--- config.mk ---
export PLATFORM = sky130hd
export DESIGN_NAME = sra32_reg
export DESIGN_NICKNAME = d
export VERILOG_FILES = /design/src/rtl/alu_pkg.sv /design/src/rtl/sra_stage.sv /design/src/rtl/sra32_reg.sv
export SDC_FILE = /design/constraint.sdc
export NUM_CORES = 1
export LEC_CHECK = 0
export CORE_UTILIZATION = 53
export CTS_CLUSTER_DIAMETER = 50
export DETAILED_ROUTE_END_ITERATION = 12
export GPL_TIMING_DRIVEN = 1
export PLACE_DENSITY_LB_ADDON = 0.12
export SLEW_MARGIN = 20
export SYNTH_ARGS = -nofsm -noshare
export SYNTH_HDL_FRONTEND = slang
export SYNTH_SLANG_ARGS = --single-unit
export TNS_END_PERCENT = 100
--- constraint.sdc ---
create_clock -name clock -period 2.7 [get_ports clock]
set_input_delay 0.54 -clock clock [delete_from_list [all_inputs] [get_ports clock]]
set_output_delay 0.54 -clock clock [all_outputs]
set_load 0.005 [all_outputs]
--- src/rtl/alu_pkg.sv ---
// Shared ALU constants: datapath widths and opcode encoding.
// The shifter uses WIDTH, SHAMT_W and the per-stage shift distance helper.
package alu_pkg;

  localparam int WIDTH   = 32;
  localparam int SHAMT_W = 5;

  typedef enum logic [3:0] {
    OP_ADD = 4'd0,
    OP_SUB = 4'd1,
    OP_AND = 4'd2,
    OP_OR  = 4'd3,
    OP_XOR = 4'd4,
    OP_SLL = 4'd5,
    OP_SRL = 4'd6,
    OP_SRA = 4'd7
  } alu_op_e;

  // Stage 0 shifts by the largest power of two, the last stage by 1.
  function automatic int stage_shift(input int stage);
    return 1 << (SHAMT_W - 1 - stage);
  endfunction

endpackage

--- src/rtl/sra_stage.sv ---
// One level of the arithmetic barrel shifter: a 32-bit 2:1 mux that either
// passes x through or shifts it right by SHIFT, filling with the sign bit.
module sra_stage
  import alu_pkg::*;
#(
  parameter int SHIFT = 1
) (
  input  logic             sel,
  input  logic             sign,
  input  logic [WIDTH-1:0] x,
  output logic [WIDTH-1:0] y
);

  always_comb begin
    y = x;
    if (sel) begin
      y = {{SHIFT{sign}}, x[WIDTH-1:SHIFT]};
    end
  end

endmodule

--- src/rtl/sra32_reg.sv ---
// Registered 32-bit arithmetic right shifter for the ALU SRA path:
// five cascaded mux stages (16, 8, 4, 2, 1) feeding an output register.
module sra32_reg
  import alu_pkg::*;
(
  input  logic               clock,
  input  logic               reset,
  input  logic [WIDTH-1:0]   A,
  input  logic [SHAMT_W-1:0] shiftamt,
  output logic [WIDTH-1:0]   Out
);

  logic [WIDTH-1:0] stage_data [SHAMT_W+1];

  assign stage_data[0] = A;

  // Sign fill always comes from the original operand, not the stage input.
  for (genvar g = 0; g < SHAMT_W; g++) begin : g_stage
    sra_stage #(
      .SHIFT(stage_shift(g))
    ) u_stage (
      .sel (shiftamt[SHAMT_W-1-g]),
      .sign(A[WIDTH-1]),
      .x   (stage_data[g]),
      .y   (stage_data[g+1])
    );
  end

  always_ff @(posedge clock) begin
    if (reset) begin
      Out <= '0;
    end else begin
      Out <= stage_data[SHAMT_W];
    end
  end

endmodule

==> out/qor.yml, run 1 <==
clock_network:
  cts.sink_count: 32
  cts-resized-gates: 0
  cts_post_setup_buffers_inserted: 0
  cts_tree: "built"
  clock_tree.buffer_depth: 2
  cts.hold.buffers_added: 0
  worst_setup_hold_path_clk_slew_ns: 0.08
  ctsHtreeMaxLevel: 2
  numCtsBuffers: 5
  cts_root_buf: "sky130_fd_sc_hd__clkbuf_8"
timing:
  slew-limit-headroom: 0.5879
  unrepaired_setup_endpoints_after_global_routing: "false"
  timing.final.hold_violations: 0
  setup_violations: 0
  worstMarginPinSlew_ns: 0.6144
  drv_slew: 0
  final.min_clock_period_ns: 2.605
  setup_tns_ns: 0
  achievable-frequency_mhz: 383.9
  period_utilization_post_route: 0.9648
drt:
  routed_wl_um: 9336
  via_count: 3070
  first_pass_iters: 5
  drt-vias-per-instance: 6.504
  drc_errors: 0
  postRouteAntennaNets: 0
  detail_route.iter0.violations: 353
  routedWlPerCell_um: 19.78
layout:
  layout_top_registers: "Out: 32 flops"
  final-instance-count-excl-fill: 472
  count_of_inserted_antenna_diode_cells: 0
  layout-area-overhead-vs-synth_pct: 38.28
  final_net_count: 443
  largest_register_ff_count: 32
  registers.top_by_ff_count: "Out"
  final_area_um2: 3684
  drive_above_1_share: 0.1951
setup_path:
  critical_path.max_fanout: 39
  setup.worst_path.end_class: "flip-flop"
  critPathRequiredTime_ns: 2.87
  worst_setup_path_startpoint: "shiftamt[1]"
  worst_ep_arrival_time_ns: 2.78
  setup.worst_path.end: "Out[2]$_SDFF_PP0_"
  crit_path_start_kind: "input pin"
  critPathKind: "in2reg"
global_routing:
  groute.layer.met3.usage: 0.06215
  global_route.peak_usage_layer: "met2"
  grt_start_max_net_pins: 40
  grtUsageTotal: 0.3730
  antenna_found_initial: 0
  grt_pass1_wl_um: 14760
  grt_remaining_overflow: 0
  grtUsageMet1: 0.4910
  number_of_global_route_vias_before_repair: 2851
  grt_util_met2: 0.5919
placed_design:
  routabilityCongestion: 0.9506
  placed_wire_length_estimate_um: 7213
  numPlacedInstances: 464
  buffer_ports.inserted: 70
  place_area_um2: 3572
floorplan:
  die_area_um2: 5314
  placementRows: 25
  initial_standard_cell_utilization_of_the_core: 0.5566
  die_w_um: 72.90
  die_height_um: 72.90
  core_area_um2: 4786
  num_io_pins: 71
run_status:
  run_status: "finished clean"
pwr:
  p_total_w: 0.001603
  irDropWorstVdd_mv: 0.2815
  power.static_leakage_nw: 1.448
  power-per-cell-area_nw_per_um2: 435.2
synth:
  proportion_of_synthesized_chip_area_in_sequential_cells: 0.2405
  post_synth.cell_area_avg_um2: 8.247
  yosysWarningCount: 0
  ys.flop_type: "sky130_fd_sc_hd__dfxtp_1"
  number_of_synthesized_flops_with_an_enable_pin: 0
  synth-async-reset-ratio: 0
  synth_area_um2: 2664
  postSynthRegisterBits: 32
  synth_cell_types: 54
  synthesis.instances: 323
  postSynthNetCount: 362
run:
  cap_violations: 0
hold_path:
  hp-class: "in2reg"
-- layer usage --
| layer | up-vias | wire (um) |
|---|---|---|
| li1 | 1389 | - |
| met1 | 1428 | 3876 |
| met2 | 221 | 4286 |
| met3 | 32 | 824 |
| met4 | 0 | 348 |
| met5 | - | 0 |
-- worst min path at each step --
stage | to | startpoint | slack, ns | depth (start not counted)
global placement | Out[27]$_SDFF_PP0_ | shiftamt[3] | 1.19 | 4
detailed placement | Out[27]$_SDFF_PP0_ | shiftamt[3] | 1.23 | 4
finish | Out[27]$_SDFF_PP0_ | shiftamt[3] | 0.94 | 4
floorplan | Out[30]$_SDFF_PP0_ | A[30] | 0.68 | 2
CTS | Out[27]$_SDFF_PP0_ | shiftamt[3] | 0.92 | 4
global route | Out[27]$_SDFF_PP0_ | shiftamt[3] | 0.98 | 4
-- cell usage after synthesis (all sizes together) (3+ instances only) --
master,instances,share of area
nand2,23,0.032
and2,8,0.019
a211o,3,0.0099
o22ai,10,0.023
dfxtp,32,0.24
a22oi,4,0.011
inv,5,0.0070
mux4,7,0.059
clkbuf,14,0.020
mux2i,24,0.090
nor3,14,0.026
nand2b,8,0.019
o32ai,3,0.0099
nor2b,7,0.016
buf,16,0.032
a211oi,14,0.039
nor2,23,0.032
mux2,19,0.080
a31oi,5,0.012
and3,3,0.0070
or2,4,0.0094
a21oi,16,0.030
nand3,4,0.0075
o211ai,3,0.0085
o21ai,20,0.038
-- cells by family after synthesis --
logic type	Yosys count	synth area share
AND/OR/NAND/NOR	96	0.1743
AO/OA/AOI/OAI	109	0.2950
flip-flops	32	0.2405
buffers and inverters	36	0.06058
multiplexers	50	0.2297
-- area by class of cell --
| cell class | count | area (um2) |
|---|---|---|
| clock buffer | 5 | 68.82 |
| fill | 378 | 1102 |
| sequential | 32 | 640.6 |
| clock inverter | 3 | 42.54 |
| timing repair buffer | 104 | 963.4 |
| multi-input combinational | 255 | 1862 |
| inverter | 6 | 22.52 |
| tap | 67 | 83.83 |
-- worst max-delay path, stage by stage --
cell and delay (ns):
sky130_fd_sc_hd__clkdlybuf4s50_1 0.47, sky130_fd_sc_hd__buf_12 0.20, sky130_fd_sc_hd__and2_1 0.16, sky130_fd_sc_hd__a211oi_1 0.49, sky130_fd_sc_hd__o221ai_1 0.32, sky130_fd_sc_hd__mux2_2 0.34
sky130_fd_sc_hd__o221a_1 0.24
-- placed cells by master, fill, tap and decap left out, types with 2 or more instances in the layout --
cell type	count
sky130_fd_sc_hd__o211ai_1	3
sky130_fd_sc_hd__a211o_1	3
sky130_fd_sc_hd__a221o_1	2
sky130_fd_sc_hd__o21a_1	2
sky130_fd_sc_hd__dfxtp_1	32
sky130_fd_sc_hd__clkbuf_8	5
sky130_fd_sc_hd__o211a_1	2
sky130_fd_sc_hd__o2bb2ai_1	2
sky130_fd_sc_hd__nor3_1	14
sky130_fd_sc_hd__o31a_1	2
sky130_fd_sc_hd__nor2b_1	7
sky130_fd_sc_hd__mux4_2	7
sky130_fd_sc_hd__a21o_1	2
sky130_fd_sc_hd__o22a_1	2
sky130_fd_sc_hd__nor2_1	23
sky130_fd_sc_hd__mux2_2	19
sky130_fd_sc_hd__mux2i_1	24
sky130_fd_sc_hd__nand2_1	23
sky130_fd_sc_hd__or2_2	4
sky130_fd_sc_hd__o32ai_1	3
sky130_fd_sc_hd__nand2b_1	8
sky130_fd_sc_hd__and2_1	8
sky130_fd_sc_hd__o21ba_2	2
sky130_fd_sc_hd__a21oi_1	16
sky130_fd_sc_hd__buf_4	33
sky130_fd_sc_hd__and3_1	3
sky130_fd_sc_hd__a221oi_1	2
sky130_fd_sc_hd__a211oi_1	14
sky130_fd_sc_hd__inv_1	4
sky130_fd_sc_hd__a22oi_1	4
sky130_fd_sc_hd__a2bb2oi_1	2
sky130_fd_sc_hd__o22ai_1	10
sky130_fd_sc_hd__o21ai_0	19
sky130_fd_sc_hd__nand3_1	4
sky130_fd_sc_hd__clkdlybuf4s50_1	69
sky130_fd_sc_hd__a31oi_1	5
-- per-stage QoR --
step / hold WS [ns] / utilization / setup slack, ns
2_1_floorplan: 0.6839 / - / 0.7675
3_3_place_gp: 1.191 / 0.7464 / -0.1248
3_5_place_dp: 1.234 / 0.7464 / -0.1323
4_1_cts: 0.9206 / 0.7697 / 0.1619
5_1_grt: 0.9846 / 0.7697 / 0.09785
6_report: 0.9351 / 0.7697 / 0.09510
-- power breakdown --
| part | switching [W] | total (W) | leakage, nW | internal [W] |
|---|---|---|---|---|
| Sequential | 0.0000125 | 0.000529 | 0.267 | 0.000516 |
| Combinational | 0.000296 | 0.000604 | 1.13 | 0.000308 |
| Clock | 0.000198 | 0.000471 | 0.0541 | 0.000273 |
| Total | 0.000506 | 0.00160 | 1.45 | 0.00110 |
Note: power is estimated with default switching activity, not from simulation.
==> run 2, diff against run 1 <==
--- a/config.mk
+++ b/config.mk
@@ -7,10 +7,11 @@
 export LEC_CHECK = 0
 export CORE_UTILIZATION = 53
 export CTS_CLUSTER_DIAMETER = 50
+export CTS_CLUSTER_SIZE = 25
 export DETAILED_ROUTE_END_ITERATION = 12
 export GPL_TIMING_DRIVEN = 1
 export PLACE_DENSITY_LB_ADDON = 0.12
-export SLEW_MARGIN = 20
+export SLEW_MARGIN = 10
 export SYNTH_ARGS = -nofsm -noshare
 export SYNTH_HDL_FRONTEND = slang
 export SYNTH_SLANG_ARGS = --single-unit
==> results of run 2 <==
Final layout, timing and power as in run 1 (identical DEF).
